**config.mk**
```make
export PLATFORM = sky130hd
export DESIGN_NAME = id_ex_stage
export DESIGN_NICKNAME = d
export VERILOG_FILES = /design/src/rtl/pipe_pkg.sv /design/src/rtl/sat_counter.sv /design/src/rtl/id_ex_stage.sv
export SDC_FILE = /design/constraint.sdc
export NUM_CORES = 1
export LEC_CHECK = 0
export BUFFER_PORTS_ARGS = -buffer_cell sky130_fd_sc_hd__clkbuf_2
export CAP_MARGIN = 10
export CORE_MARGIN = 8
export CORE_UTILIZATION = 43
export CTS_BUF_LIST = sky130_fd_sc_hd__clkbuf_8 sky130_fd_sc_hd__clkbuf_16
export DETAILED_ROUTE_END_ITERATION = 12
export PLACE_DENSITY = 0.88
export SKIP_CTS_REPAIR_TIMING = 1
export SLEW_MARGIN = 20
export SYNTH_ARGS = -nofsm -noshare
export SYNTH_HDL_FRONTEND = slang
export SYNTH_SLANG_ARGS = --single-unit
```
**constraint.sdc**
```tcl
create_clock -name clk -period 1.8 [get_ports clk]
set_input_delay 0.18 -clock clk [delete_from_list [all_inputs] [get_ports clk]]
set_output_delay 0.18 -clock clk [all_outputs]
set_load 0.01 [all_outputs]
```
**src/rtl/pipe_pkg.sv**
```systemverilog
// Shared pipeline definitions: control bundle layout and the bubble encoding.
// Field indices are fixed, so any control bundle must be at least CTRL_W bits wide.
package pipe_pkg;

    localparam int CTRL_W    = 10;

    localparam int REGWRITE  = 0;
    localparam int MEMTOREG  = 1;
    localparam int MEMWRITE  = 2;
    localparam int ALUSRC    = 3;
    localparam int REGDST    = 4;
    localparam int BRANCH    = 5;
    localparam int ALUCTL_LO = 6;
    localparam int ALUCTL_HI = 8;
    localparam int JUMP      = 9;

    localparam logic [CTRL_W-1:0] BUBBLE_CTRL = '0;

    // A load is an instruction that writes the register file from memory.
    function automatic logic is_load(input logic [CTRL_W-1:0] ctrl);
        return ctrl[MEMTOREG] & ctrl[REGWRITE];
    endfunction

endpackage

```
**src/rtl/sat_counter.sv**
```systemverilog
// Saturating event counter: counts up on inc and sticks at all-ones.
module sat_counter #(
    parameter int W = 16
) (
    input  logic         clk,
    input  logic         rst_n,
    input  logic         inc,
    output logic [W-1:0] count
);

    // NOTE: sequential state is written with non-blocking assignments only.
    always_ff @(posedge clk or negedge rst_n) begin
        if (!rst_n)
            count <= '0;
        else if (inc && (count != '1))
            count <= count + 1'b1;
    end

endmodule

```
**src/rtl/id_ex_stage.sv**
```systemverilog
// ID/EX pipeline register with load-use bubble insertion, branch flush,
// downstream hold, and saturating stall/flush event counters.
module id_ex_stage #(
    parameter int DW     = 32,
    parameter int CTRL_W = pipe_pkg::CTRL_W,
    parameter int CNT_W  = 16
) (
    input  logic              clk,
    input  logic              rst_n,
    input  logic              valid_d,
    input  logic [DW-1:0]     rd1_d,
    input  logic [DW-1:0]     rd2_d,
    input  logic [4:0]        rs_d,
    input  logic [4:0]        rt_d,
    input  logic [4:0]        rd_d,
    input  logic [DW-1:0]     imm_d,
    input  logic [CTRL_W-1:0] ctrl_d,
    input  logic              flush_e,
    input  logic              hold_e,
    output logic              stall_f,
    output logic              stall_d,
    output logic              valid_e,
    output logic [DW-1:0]     rd1_e,
    output logic [DW-1:0]     rd2_e,
    output logic [DW-1:0]     imm_e,
    output logic [4:0]        rs_e,
    output logic [4:0]        rt_e,
    output logic [4:0]        rd_e,
    output logic [CTRL_W-1:0] ctrl_e,
    output logic [CNT_W-1:0]  stall_cnt,
    output logic [CNT_W-1:0]  flush_cnt
);

    import pipe_pkg::*;

    logic lw_haz;

    // A load in EX whose target is read by decode; $0 is never a real dependency.
    assign lw_haz = valid_e & ctrl_e[MEMTOREG] & ctrl_e[REGWRITE] & (rt_e != 5'd0)
                  & valid_d & ((rt_e == rs_d) | (rt_e == rt_d));

    assign stall_f = lw_haz | hold_e;
    assign stall_d = lw_haz | hold_e;

    // NOTE: every EX register is reset so ctrl_e is never X while valid_e is low.
    always_ff @(posedge clk or negedge rst_n) begin
        if (!rst_n) begin
            valid_e <= 1'b0;
            rd1_e   <= '0;
            rd2_e   <= '0;
            imm_e   <= '0;
            rs_e    <= '0;
            rt_e    <= '0;
            rd_e    <= '0;
            ctrl_e  <= '0;
        end else if (flush_e || (lw_haz && !hold_e)) begin
            // Bubble: operand fields are held, only validity and control are cleared.
            valid_e <= 1'b0;
            ctrl_e  <= CTRL_W'(BUBBLE_CTRL);
        end else if (!hold_e) begin
            valid_e <= valid_d;
            rd1_e   <= rd1_d;
            rd2_e   <= rd2_d;
            imm_e   <= imm_d;
            rs_e    <= rs_d;
            rt_e    <= rt_d;
            rd_e    <= rd_d;
            ctrl_e  <= valid_d ? ctrl_d : CTRL_W'(BUBBLE_CTRL);
        end
    end

    sat_counter #(.W(CNT_W)) u_stall_cnt (
        .clk   (clk),
        .rst_n (rst_n),
        .inc   (lw_haz & ~hold_e & ~flush_e),
        .count (stall_cnt)
    );

    sat_counter #(.W(CNT_W)) u_flush_cnt (
        .clk   (clk),
        .rst_n (rst_n),
        .inc   (flush_e & valid_d),
        .count (flush_cnt)
    );

endmodule

```
# ---- Word level (Yosys, flattened, before mapping)
# Index checks and enable logic that the tools add are counted.
# Widths: inputs -> output; s select.
dict set report classes {
  add_sub_neg 2
  n_eq_ne 5
  n_mux 5
  bitwise 13
  reduce_logical 7
}
# cell n
set op_table {}
lappend op_table {{$add 16x1->16 const B} 2}
lappend op_table {{$ne 16x16->1 const B} 2}
lappend op_table {{$mux 10} 3}
lappend op_table {{$eq 5x5->1} 2}
lappend op_table {{$and 1x1->1} 8}
lappend op_table {{$reduce_bool 5->1} 1}
lappend op_table {{$logic_and 1x1->1} 3}
lappend op_table {{$not 1->1} 3}
lappend op_table {{$mux 1} 2}
lappend op_table {{$ne 2x1->1 const B} 1}
lappend op_table {{$or 1x1->1} 2}
lappend op_table {{$reduce_and 2->1} 1}
lappend op_table {{$logic_not 1->1} 1}
lappend op_table {{$logic_or 1x1->1} 1}
dict set report totals {
  register_bits 154
  inputBits 126
  output_inout_bits 156
  wordCells 42
}

# ---- Depth between registers and ports, before layout
dict set report logic_depth {
  depth_word 9
  ltp_mapped 7
  mapped_depth_nobuf 6
}

# ---- Modules after synthesis
# Synthesis repeated with hierarchy kept, for this count alone.
dict set report hier_totals {
  cells_unflattened 454
  area_unflattened_um2 6966.7
}
# module instances cells_per_inst area_per_inst_um2
set modules_own_cells {}
lappend modules_own_cells {id_ex_stage 1 310 5247.5}
lappend modules_own_cells {sat_counter 2 72 859.6}

# ---- Least setup slack after synthesis
# OpenSTA, ideal clock, no wires.
dict set report synth_timing {
  path_type {reg2reg}
  startpoint {register rt_e[0]}
  endpoint {register imm_e[0]}
  setup_ns 0.125
  arrival_ns 1.694
  required_time_ns 1.675
  slack_ns -0.019
  path_stages_with_launch 7
  n_path_buf 2
  period_less_slack_ns 1.819
  path_cell_list {dfrtp_1 nor3_1 a21oi_1 a21oi_2 buf_6 buf_6 mux2_4}
}
dict set report synth_via {
  elab_chain_len 8
  word_cells_on_any_way 11
  classes_between {2 x eq/ne; 5 x bitwise; 4 x reduce/logical}
}
# item line
set synth_rtl {}
lappend synth_rtl {{start: declaration} id_ex_stage.sv:27} ;# output logic [4:0] rt_e,
lappend synth_rtl {{start signal: assignment} id_ex_stage.sv:66} ;# rt_e <= rt_d;
lappend synth_rtl {{$reduce_bool 5->1} id_ex_stage.sv:39} ;# assign lw_haz = valid_e & ctrl_e[MEMTOREG] & ctrl_e[REGWRITE] & (rt_e != 5'd0)
lappend synth_rtl {{$and 1x1->1} id_ex_stage.sv:39}
lappend synth_rtl {{$and 1x1->1} id_ex_stage.sv:40} ;# & valid_d & ((rt_e == rs_d) | (rt_e == rt_d));
lappend synth_rtl {{$and 1x1->1 *} id_ex_stage.sv:40}
lappend synth_rtl {{$logic_and 1x1->1 *} id_ex_stage.sv:56} ;# end else if (flush_e || (lw_haz && !hold_e)) begin
lappend synth_rtl {{$logic_or 1x1->1 *} id_ex_stage.sv:56}
lappend synth_rtl {{$not 1->1 (no line) *} -}
lappend synth_rtl {{$reduce_and 2->1 (no line) *} -}
lappend synth_rtl {{end signal: assignment} id_ex_stage.sv:64} ;# imm_e <= imm_d;
lappend synth_rtl {{end: declaration} id_ex_stage.sv:25} ;# output logic [DW-1:0] imm_e,
# Mark *: on every way between the ends. The rest lies on a longest branch, timed or not.
# A chain may end at the register's enable or synchronous reset.

# ---- Worst setup path after layout
dict set report layout_timing {
  startpoint {register rt_e[0]}
  endpoint {output port stall_d}
}
dict set report layout_via {
  elab_chain_len 5
  word_cells_on_any_way 8
  classes_between {2 x eq/ne; 5 x bitwise; 1 x reduce/logical}
}
# item line
set layout_rtl {}
lappend layout_rtl {{$reduce_bool 5->1} id_ex_stage.sv:39}
lappend layout_rtl {{$and 1x1->1} id_ex_stage.sv:39}
lappend layout_rtl {{$and 1x1->1} id_ex_stage.sv:40}
lappend layout_rtl {{$and 1x1->1 *} id_ex_stage.sv:40}
lappend layout_rtl {{$or 1x1->1 *} id_ex_stage.sv:43} ;# assign stall_d = lw_haz | hold_e;
lappend layout_rtl {{end: declaration} id_ex_stage.sv:21} ;# output logic stall_d,
# Marks and branches as above.

==> results.cfg <==
[outcome]
status = finished with violations
violations = negative setup slack

[worst_setup_path]
startpoint = rt_e[0]$_DFFE_PN0P_
crit_fanout = 5
cp_cell_sequence = xnor2_2 -> nand3_1 -> o22ai_2 -> buf_6 -> and2_4 -> or2_4 -> buf_6
cpPeakStageDelay_ps = 480
cp.arrival_ps = 1890
reg2regPathDepth = 9
endpoint = stall_d
rrSetupSlack_ps = -260
r2r-end = imm_e[29]$_DFFE_PN0P_
worstPathRequired_ps = 1620
crit_path_start_kind = flip-flop
cp_common_cell = buf_6
worst_path_max_delay_cell = dfrtp_2
worstSetupEndpointType = output port
path_class = flip-flop to output port
reg2reg_from = rt_e[2]$_DFFE_PN0P_

[global_routing]
grt_max_degree = 62
antenna_found_initial = 5
grt_pass1_wl_um = 29170
grt_pass1_vias = 5371
grt_overflow = 0
track_usage_pct = 18.70

[synthesis]
ys_top_cells_by_area = dfrtp_1 57%, mux2_4 20%, mux2_2 4.4%
synth_cell_types = 38
syn_area_um2 = 6718
yosys.area.top_type = dfrtp_1
synth_area_per_cell_um2 = 14.54
syn_nets = 590
ys_seq_elements = 154
yosysWarnings = 0
synth_top_area_share_pct = 57.37
synth-seq-area-share_pct = 57.37
synthCells = 462

[cts]
cts.sinks = 154
clk_pin_slew_ps = 60
cts_buffers = 17
clk_path_buf_depth = 2
htree_levels = 4
root_buffer = clkbuf_16
cts_tree = done
clock_latency_ps = 420

[power]
powerDensity_nw_per_um2 = 960.2
p_total_mw = 10.24
p_leak_nw = 5.328
peakVddDrop_mv = 0.6641

[cells_and_area]
fin_nets = 1018
multiInputGateArea_um2 = 2831
n_fill_cell = 995
final_util_pct = 69.91
drive_gt1_share_pct = 56.26
final_cells = 1118
syn_to_final_growth_pct = 58.80
area.sequential_um2 = 3859

[sta]
finClkSkew_ps = 10.82
fin_crit_ps = 2067
tns_ps = -24840
finalMaxSlewViolations = 0
fin_crit_sh_pct = 114.8
tightest_slew_ps = 578.9
setup_viol = 114
clock.fmax_mhz = 483.9
rsz0062_at_grt = true
max-slew-margin-rel_pct = 61.33
hold_violations = 0
finalWorstSetupSlack_ps = -266.6

[routing]
viasPerCell = 5.011
first_pass_iters = 4
drt_iter0_markers = 321
drt_wl_total_um = 23390
wl_per_cell_um = 20.92
vias = 5602
antenna_left = 0
drc_errors = 0

[flow_run]
maxCapViolCount = 0

[placed_design]
placed_cells = 974
pre_cts_ws_ps = -170.7
hpwl_um = 14630
port_buffers = 281
place.gp.congestion = 0.8882

[floorplan]
ioPinCount = 282
die_area_um2 = 19880
start_util_pct = 44.03
die_h_um = 141.0
rows = 45
die_w_um = 141.0
core_area_um2 = 15260

[min_path]
hold_depth = 3
hold_path.class = input pin to flip-flop
==> sequential cells by signal (all words and copies together) (netlist names) <==
register / count
u_stall_cnt.count: 16
ctrl_e: 10
rs_e: 5
valid_e: 1
u_flush_cnt.count: 16
rd_e: 5
rt_e: 5
rd1_e: 32
rd2_e: 32
imm_e: 32
==> synthesized netlist by cell type <==
library cell	instances
or2_1	1
nor2b_1	4
nand3_1	14
and2_1	1
xor2_1	11
or3_1	1
nor4_1	3
inv_1	3
o22ai_2	1
buf_6	10
nand4_1	18
o31ai_1	1
nor3_1	7
a21oi_2	1
buf_4	1
o21a_1	1
a31oi_1	1
mux2_4	90
a21oi_1	2
buf_1	2
nor2_1	15
buf_2	2
o22ai_1	3
and4_1	4
nand2_1	26
a21o_1	1
dfrtp_1	154
a41oi_1	1
and3_1	3
or2_2	1
clkbuf_1	4
o21ai_0	11
nand2b_1	1
nor3b_1	2
ha_1	2
mux2_2	26
nand3b_1	10
xnor2_1	23
==> worst max-delay path, delay by kind of cell (launching register included) <==
| family | cells | cell delay (ps) |
|---|---|---|
| and+or+nand+nor | 3 | 480 |
| buffers and inverters | 2 | 250 |
| DFF | 1 | 480 |
| xor gates and xnor gates | 1 | 150 |
| AOI/OAI and AO/OA | 1 | 110 |
==> layout make-up <==
type                    instances  area share (%)
flip-flops and latches        154           36.17
repair buffers                428           28.88
multi-input cells             286           26.54
clock buffers                  18           4.117
well taps                     211           2.475
clock inverters                14           1.619
inverters                       3          0.1056
diodes                          4         0.09383
==> metrics by stage <==
step | hold WS (ps) | instance area, um^2
detailed placement | 182.5 | 8670
global route | -9.699 | 10670
finish | 4.727 | 10670
CTS | -271.9 | 9281
global placement | 182.5 | 8670
floorplan | -115.6 | 6733
==> report_power, final <==
group | switching, mW | internal [mW] | leakage, nW
registers | 0.360 | 3.91 | 1.89
clock network | 1.57 | 2.15 | 0.297
logic | 0.987 | 1.27 | 3.15
total | 2.92 | 7.32 | 5.33
==> how the worst min path moves through the flow <==
stage / to / startpoint
6_report: ctrl_e[2]$_DFFE_PN0P_ / ctrl_d[2]
4_1_cts: rd2_e[3]$_DFFE_PN0P_ / rst_n
2_1_floorplan: ctrl_e[0]$_DFFE_PN0P_ / rst_n
3_5_place_dp: rd2_e[27]$_DFFE_PN0P_ / rst_n
5_1_grt: rd2_e[12]$_DFFE_PN0P_ / rd2_d[12]
3_3_place_gp: rd2_e[27]$_DFFE_PN0P_ / rst_n
==> cells by family after synthesis <==
| kind of cell | after synthesis | synth area share [%] |
|---|---|---|
| adders and majority gates | 2 | 0.3724 |
| muxes | 116 | 24.47 |
| DFF | 154 | 57.37 |
| xor gates and xnor gates | 34 | 4.433 |
| and+or+nand+nor | 111 | 8.791 |
| buffers and inverters | 22 | 2.440 |
| AOI/OAI and AO/OA | 23 | 2.123 |
==> cell usage in the layout, fill, tap and decap left out, drive strengths merged, types with 13 or more instances in the layout <==
cell,synthesis,final
nand2,26,26
buf,15,53
xnor2,23,23
dfrtp,154,154
mux2,116,116
nand3,14,14
nor2,15,15
nand4,18,18
dlygate4sd3,0,90
inv,3,13
clkbuf,4,303
==> metal layers <==
| layer | track usage (%) | wire (um) |
|---|---|---|
| met1 | 21.51 | 8962 |
| met2 | 32.03 | 12020 |
| met3 | 6.752 | 1665 |
| met4 | 5.600 | 726 |
| met5 | 0 | 13 |
Note: power is estimated with default switching activity, not from simulation.
